$ cat src/rtl/fetch_pkg.sv
// ---------------------------------------------------------------------------
// fetch_pkg
// Types and constants shared by the fetch stage and the decode /
// immediate-generator stage.
//   fetch_state_e : fetch FSM states
//   NOP_INSTR     : canonical NOP (addi x0,x0,0) used when the output slot is empty
//   OPC_*         : RV32I major opcodes (instr[6:0])
// ---------------------------------------------------------------------------
package fetch_pkg;

    typedef enum logic [1:0] {
        IDLE  = 2'd0,
        REQ   = 2'd1,
        WAIT  = 2'd2,
        FAULT = 2'd3
    } fetch_state_e;

    localparam logic [31:0] NOP_INSTR = 32'h0000_0013;

    localparam logic [6:0] OPC_LUI    = 7'b0110111;
    localparam logic [6:0] OPC_AUIPC  = 7'b0010111;
    localparam logic [6:0] OPC_JAL    = 7'b1101111;
    localparam logic [6:0] OPC_JALR   = 7'b1100111;
    localparam logic [6:0] OPC_BRANCH = 7'b1100011;
    localparam logic [6:0] OPC_LOAD   = 7'b0000011;
    localparam logic [6:0] OPC_STORE  = 7'b0100011;
    localparam logic [6:0] OPC_OP_IMM = 7'b0010011;
    localparam logic [6:0] OPC_OP     = 7'b0110011;
    localparam logic [6:0] OPC_SYSTEM = 7'b1110011;

endpackage

$ cat src/rtl/fetch_pc_reg.sv
// ---------------------------------------------------------------------------
// fetch_pc_reg
// Program counter register with a +4 incrementer and a redirect mux.
// Redirect targets have their low two bits masked so the PC stays word aligned.
// Ports:
//   clk, reset   : clock, synchronous active-high reset
//   redirect     : load redirect_pc (has priority over advance)
//   redirect_pc  : new target (bits[1:0] ignored)
//   advance      : step to pc+4 (wraps modulo 2^32)
//   pc           : current fetch address
// ---------------------------------------------------------------------------
module fetch_pc_reg #(
    parameter logic [31:0] RESET_PC = 32'h0000_0000
) (
    input  logic        clk,
    input  logic        reset,
    input  logic        redirect,
    input  logic [31:0] redirect_pc,
    input  logic        advance,
    output logic [31:0] pc
);

    always_ff @(posedge clk) begin
        if (reset) begin
            pc <= RESET_PC & ~32'h3;
        end else if (redirect) begin
            pc <= redirect_pc & ~32'h3;
        end else if (advance) begin
            pc <= pc + 32'd4;
        end
    end

endmodule

$ cat src/rtl/instruction_fetch_unit.sv
// ---------------------------------------------------------------------------
// instruction_fetch_unit
// Fetch stage: owns the PC, keeps at most one request outstanding to
// instruction memory and holds the fetched word in an output register with a
// valid/ready handshake towards decode. Redirects squash wrong-path fetches.
//
// Optional feature macro: FETCH_MISALIGN_CHECK_EN
//   defined   : a redirect with redirect_pc[1:0] != 0 parks the unit in FAULT
//               until an aligned redirect or reset
//   undefined : low target bits are masked, fetch_misaligned is tied 0
//
// Ports:
//   clk, reset         : clock, synchronous active-high reset
//   imem_req/addr      : fetch request and word-aligned address
//   imem_gnt           : request accepted
//   imem_rvalid/rdata  : response data
//   redirect_valid/pc  : single-cycle branch/jump redirect
//   instr_valid/ready  : output handshake to decode
//   instr, instr_pc    : fetched instruction and its address
//   fetch_misaligned   : unit is in FAULT (misaligned redirect)
//
// state | meaning
// ------+-------------------------------------------------------------
// IDLE  | first cycle after reset
// REQ   | request at pc, asserted only while the output slot is free
// WAIT  | granted, waiting for rvalid (drop=1 discards the response)
// FAULT | misaligned redirect seen; no fetching until aligned redirect
// ---------------------------------------------------------------------------
module instruction_fetch_unit
    import fetch_pkg::*;
#(
    parameter logic [31:0] RESET_PC  = 32'h0000_0000,
    parameter logic [31:0] NOP_INSTR = fetch_pkg::NOP_INSTR
) (
    input  logic        clk,
    input  logic        reset,
    output logic        imem_req,
    output logic [31:0] imem_addr,
    input  logic        imem_gnt,
    input  logic        imem_rvalid,
    input  logic [31:0] imem_rdata,
    input  logic        redirect_valid,
    input  logic [31:0] redirect_pc,
    output logic        instr_valid,
    input  logic        instr_ready,
    output logic [31:0] instr,
    output logic [31:0] instr_pc,
    output logic        fetch_misaligned
);

    fetch_state_e state;
    logic         drop;
    logic [31:0]  pc;
    logic         grant;
    logic         advance;

    // Request only when the output register can take the response.
    assign imem_req  = (state == REQ) && (!instr_valid || instr_ready);
    assign imem_addr = pc;
    assign grant     = imem_req && imem_gnt;
    assign advance   = (state == WAIT) && imem_rvalid && !drop;

`ifdef FETCH_MISALIGN_CHECK_EN
    assign fetch_misaligned = (state == FAULT);
`else
    assign fetch_misaligned = 1'b0;
`endif

    fetch_pc_reg #(
        .RESET_PC (RESET_PC)
    ) u_pc (
        .clk         (clk),
        .reset       (reset),
        .redirect    (redirect_valid),
        .redirect_pc (redirect_pc),
        .advance     (advance),
        .pc          (pc)
    );

    // rvalid is only honoured in WAIT (and absorbed in FAULT), so a response
    // to a request issued before reset lands in IDLE/REQ and is ignored.
    always_ff @(posedge clk) begin
        if (reset) begin
            state       <= IDLE;
            instr_valid <= 1'b0;
            instr       <= NOP_INSTR;
            instr_pc    <= 32'h0;
            drop        <= 1'b0;
        end else begin
            if (instr_valid && instr_ready) begin
                instr_valid <= 1'b0;
            end

            if (redirect_valid) begin
                instr_valid <= 1'b0;
                instr       <= NOP_INSTR;
                case (state)
                    REQ: begin
                        if (grant) begin
                            drop  <= 1'b1;
                            state <= WAIT;
                        end
                    end
                    WAIT: begin
                        // Response arriving with the redirect is wrong-path
                        // but closes the transaction, so nothing to drop later.
                        if (imem_rvalid) begin
                            drop  <= 1'b0;
                            state <= REQ;
                        end else begin
                            drop  <= 1'b1;
                        end
                    end
                    FAULT: begin
                        // A request still outstanding from before the fault
                        // must be drained before fetching again.
                        if (imem_rvalid || !drop) begin
                            drop  <= 1'b0;
                            state <= REQ;
                        end else begin
                            state <= WAIT;
                        end
                    end
                    default: state <= REQ;
                endcase
`ifdef FETCH_MISALIGN_CHECK_EN
                if (redirect_pc[1:0] != 2'b00) begin
                    state <= FAULT;
                end
`endif
            end else begin
                case (state)
                    IDLE: state <= REQ;
                    REQ: begin
                        if (grant) begin
                            state <= WAIT;
                        end
                    end
                    WAIT: begin
                        if (imem_rvalid) begin
                            if (!drop) begin
                                instr       <= imem_rdata;
                                instr_pc    <= pc;
                                instr_valid <= 1'b1;
                            end
                            drop  <= 1'b0;
                            state <= REQ;
                        end
                    end
                    FAULT: begin
                        if (imem_rvalid) begin
                            drop <= 1'b0;
                        end
                    end
                    default: state <= IDLE;
                endcase
            end
        end
    end

endmodule

$ cat config.mk
export PLATFORM = sky130hd
export DESIGN_NAME = instruction_fetch_unit
export DESIGN_NICKNAME = d
export VERILOG_FILES = /design/src/rtl/fetch_pkg.sv /design/src/rtl/fetch_pc_reg.sv /design/src/rtl/instruction_fetch_unit.sv
export SDC_FILE = /design/constraint.sdc
export NUM_CORES = 1
export LEC_CHECK = 0
export ABC_AREA = 1
export BUFFER_PORTS_ARGS = -buffer_cell sky130_fd_sc_hd__buf_2
export CAP_MARGIN = 20
export CORE_MARGIN = 8
export CORE_UTILIZATION = 45
export CTS_CLUSTER_SIZE = 40
export DETAILED_ROUTE_END_ITERATION = 10
export GPL_TIMING_DRIVEN = 0
export PLACE_DENSITY = 0.79
export SYNTH_ARGS = -nofsm -noshare
export SYNTH_HDL_FRONTEND = slang
export SYNTH_SLANG_ARGS = --single-unit
$ cat constraint.sdc
create_clock -name clk -period 4.2 [get_ports clk]
set_input_delay 0.84 -clock clk [delete_from_list [all_inputs] [get_ports clk]]
set_output_delay 0.84 -clock clk [all_outputs]
set_load 0.1 [all_outputs]
==> out/results.tsv <==
stage	metric	value	unit
cells_and_area	drive_gt1_frac	0.267	
floorplanning	ios	169	
power	p_sw	611	uW
global_route	grt-ovfl-total	0	
floorplanning	die_height	119	um
critical_path	reg2reg_to	u_pc.pc[31]$_SDFFE_PP0P_	
cells_and_area	fill_cells	999	
synth	ys_async_sr_fraction	0	
power	clkPwrFrac	0.364	
critical_path	cp-start-kind	flip-flop	
routing	ant_nets	0	
clocking	clk_path_buf_depth	2	
synth	yosys_warnings	0	
sta	fin_skew	0.0110	ns
routing	first_iter_violations	432	
clocking	htreeDepth	3	
sta	fin_crit	2.53	ns
critical_path	cp.required	3.36	ns
cells_and_area	antenna_cells	0	
synth	synth_commonest_cells	nand2_1 (155), nor2_1 (133), dfxtp_1 (96)	
clocking	clock_latency	0.37	ns
clocking	cts_root_buffer	clkbuf_8	
outcome	status	finished clean	
synth	synth_top_cell_by_area	dfxtp_1	
sta	worst_slew_pin_slew	0.627	ns
synth	ys_ff_latch	96	
critical_path	cp-endpoint	imem_req	
synth	ys.flop_type	dfxtp_1	
placed_design	placed_cells	993	
global_route	grt.total_usage	0.207	
power	pwr-share-seq	0.472	
global_route	grt_pass1_vias	4904	
power	powerDensity	339	nW/um^2
job	cap_violations	0	
critical_path	end_kind	output pin	
sta	slew_headroom	0.582	
power	swShare	0.301	
critical_path	r2r_start	state[0]$_SDFFE_PP0P_	
global_route	grt_max_degree	16	
synth	synthesis.area	4760	um^2
power	p_comb_frac	0.164	
synth	synth_edf_count	0	
clocking	ctsResizeCount	0	
routing	firstDrtPassIters	5	
cells_and_area	fin_cells	1009	
sta	setup_viol	0	
floorplanning	rows	37	
cells_and_area	final_util	0.582	
floorplanning	dieArea	14100	um^2
clocking	clkSlewWorstSetupHoldPaths	0.09	ns
floorplanning	fp.dieW	119	um
clocking	ctsHoldBuffers	0	
cells_and_area	nNetsFinal	943	
critical_path	critPathKind	flip-flop to output pin	
routing	vias	5043	
synth	synthCells	694	
synth	synth_area_leaders	dfxtp_1 (40%), nand2_1 (12%), nor2_1 (10%)	
placed_design	dp_hpwl	11500	um
power	p_leak	0.00314	uW
critical_path	arrival	1.69	ns
cells_and_area	area_growth	25.8	%
critical_path	crit_path_start	state[1]$_SDFFE_PP0P_	
clocking	cts_tree	yes	
placed_design	pre_cts_slack	1.78	ns
global_route	antenna_found_initial	0	
placed_design	portBuffers	159	
sta	fin_ws	1.67	ns
synth	ys_seq_area_frac	0.404	
routing	wl	14800	um
synth	avgSynthCellArea	6.86	um^2
power	p_int	1420	uW
routing	wl_per_cell	14.7	um
power	design_power_total	2030	uW
critical_path	worst-path-max-fanout	4	
routing	drc	0	
clocking	cts.sinks	96	
synth	synth_most_common_cell	nand2_1	
floorplanning	start_util	0.463	
critical_path	r2r_slack	2.45	ns
critical_path	reg2reg_depth	14	
sta	period_share	0.603	
synth	synth_top_area_frac	0.404	
sta	rsz0062_at_grt	false	
floorplanning	core	10300	um^2
sta	clock.fmax	395	MHz
synth	synth_cell_types	36	
routing	via_per_inst	5.00	
sta	slew_violations	0	
sta	finalHoldViolCount	0	
clocking	numCtsBuffers	9	
placed_design	gp_congestion	0.885	
global_route	grt_pass1_wl	24000	um
power	vdd_ir_drop_max	0.186	mV
clocking	postCtsSetupBuffers	0	
worst_hold_path	hp-class	flip-flop to flip-flop	
sta	setup_tns	0	ns
[how the worst min path moves through the flow]
stage,startpoint,depth (start not counted),slack (ns),to
3_3_place_gp,instr[0]$_SDFFE_PP1P_,2,0.44,instr[0]$_SDFFE_PP1P_
2_1_floorplan,state[0]$_SDFFE_PP0P_,2,0.47,state[0]$_SDFFE_PP0P_
4_1_cts,instr[27]$_SDFFE_PP0P_,2,0.46,instr[27]$_SDFFE_PP0P_
5_1_grt,instr[27]$_SDFFE_PP0P_,2,0.48,instr[27]$_SDFFE_PP0P_
6_report,instr[0]$_SDFFE_PP1P_,2,0.46,instr[0]$_SDFFE_PP1P_
3_5_place_dp,instr[0]$_SDFFE_PP1P_,2,0.44,instr[0]$_SDFFE_PP1P_
[routing by layer]
metal,vias to the layer above,routed length [um],track usage
li1,2535,-,-
met1,2274,6300,0.248
met2,197,7090,0.355
met3,37,1040,0.0420
met4,0,364,0.0893
met5,-,0,0
[logic make-up after synthesis]
| kind of cell | share of synthesized area |
|---|---|
| AND/OR/NAND/NOR | 0.357 |
| buffers and inverters | 0.0996 |
| AO/OA/AOI/OAI | 0.115 |
| flip-flops | 0.404 |
| XOR/XNOR | 0.0110 |
| adder cells (fa/ha/maj) | 0.0131 |
| other | 0.000788 |
[registers in the layout, summed over array words and instances, names as in the netlist]
name,cells
instr_pc,30
state,2
instr_valid,1
drop,1
u_pc.pc,30
instr,32
[power by group through the flow]
stage / Clock [uW] / Combinational, uW / Sequential (uW)
after floorplan: 0 / 127 / 1100
after global placement: 0 / 329 / 978
after detailed placement: 0 / 332 / 978
after CTS: 746 / 333 / 957
after global routing: 786 / 354 / 962
final: 738 / 333 / 958
[area by class of cell]
| class | count | area (um^2) | share of cell area |
|---|---|---|---|
| Buffer | 35 | 199 | 0.0332 |
| Clock buffer | 11 | 141 | 0.0236 |
| Clock inverter | 5 | 104 | 0.0173 |
| Inverter | 72 | 275 | 0.0460 |
| Multi-Input combinational cell | 495 | 2380 | 0.397 |
| Sequential cell | 96 | 1920 | 0.321 |
| Tap cell | 136 | 170 | 0.0284 |
| Timing Repair Buffer | 159 | 796 | 0.133 |
[layout by cell type, fill, tap and decap left out, types with 6 or more instances in the layout]
cell type and instances:
inv_1 60, nand3_1 39, o21ai_1 6, nor3_1 11, buf_4 7, nor2_4 7, nor2_1 133, inv_2 8
buf_2 173, clkbuf_8 10, nand4_1 8, a21oi_1 38, nand2_1 155, o21ai_0 46, clkbuf_1 10, dfxtp_1 96
[worst max-delay path, stage by stage, from the launching register on]
cell and delay, ns:
dfxtp_1 0.35, inv_1 0.13, ha_1 0.18, inv_1 0.06, a21oi_1 0.14, buf_2 0.46
[per-stage QoR]
step	hold WS (ns)	area (um^2)
final	0.461	5990
after global routing	0.482	5990
after CTS	0.462	5990
after detailed placement	0.442	5740
after global placement	0.435	5740
after floorplan	0.473	4770
(Power assumes the default switching activity.)
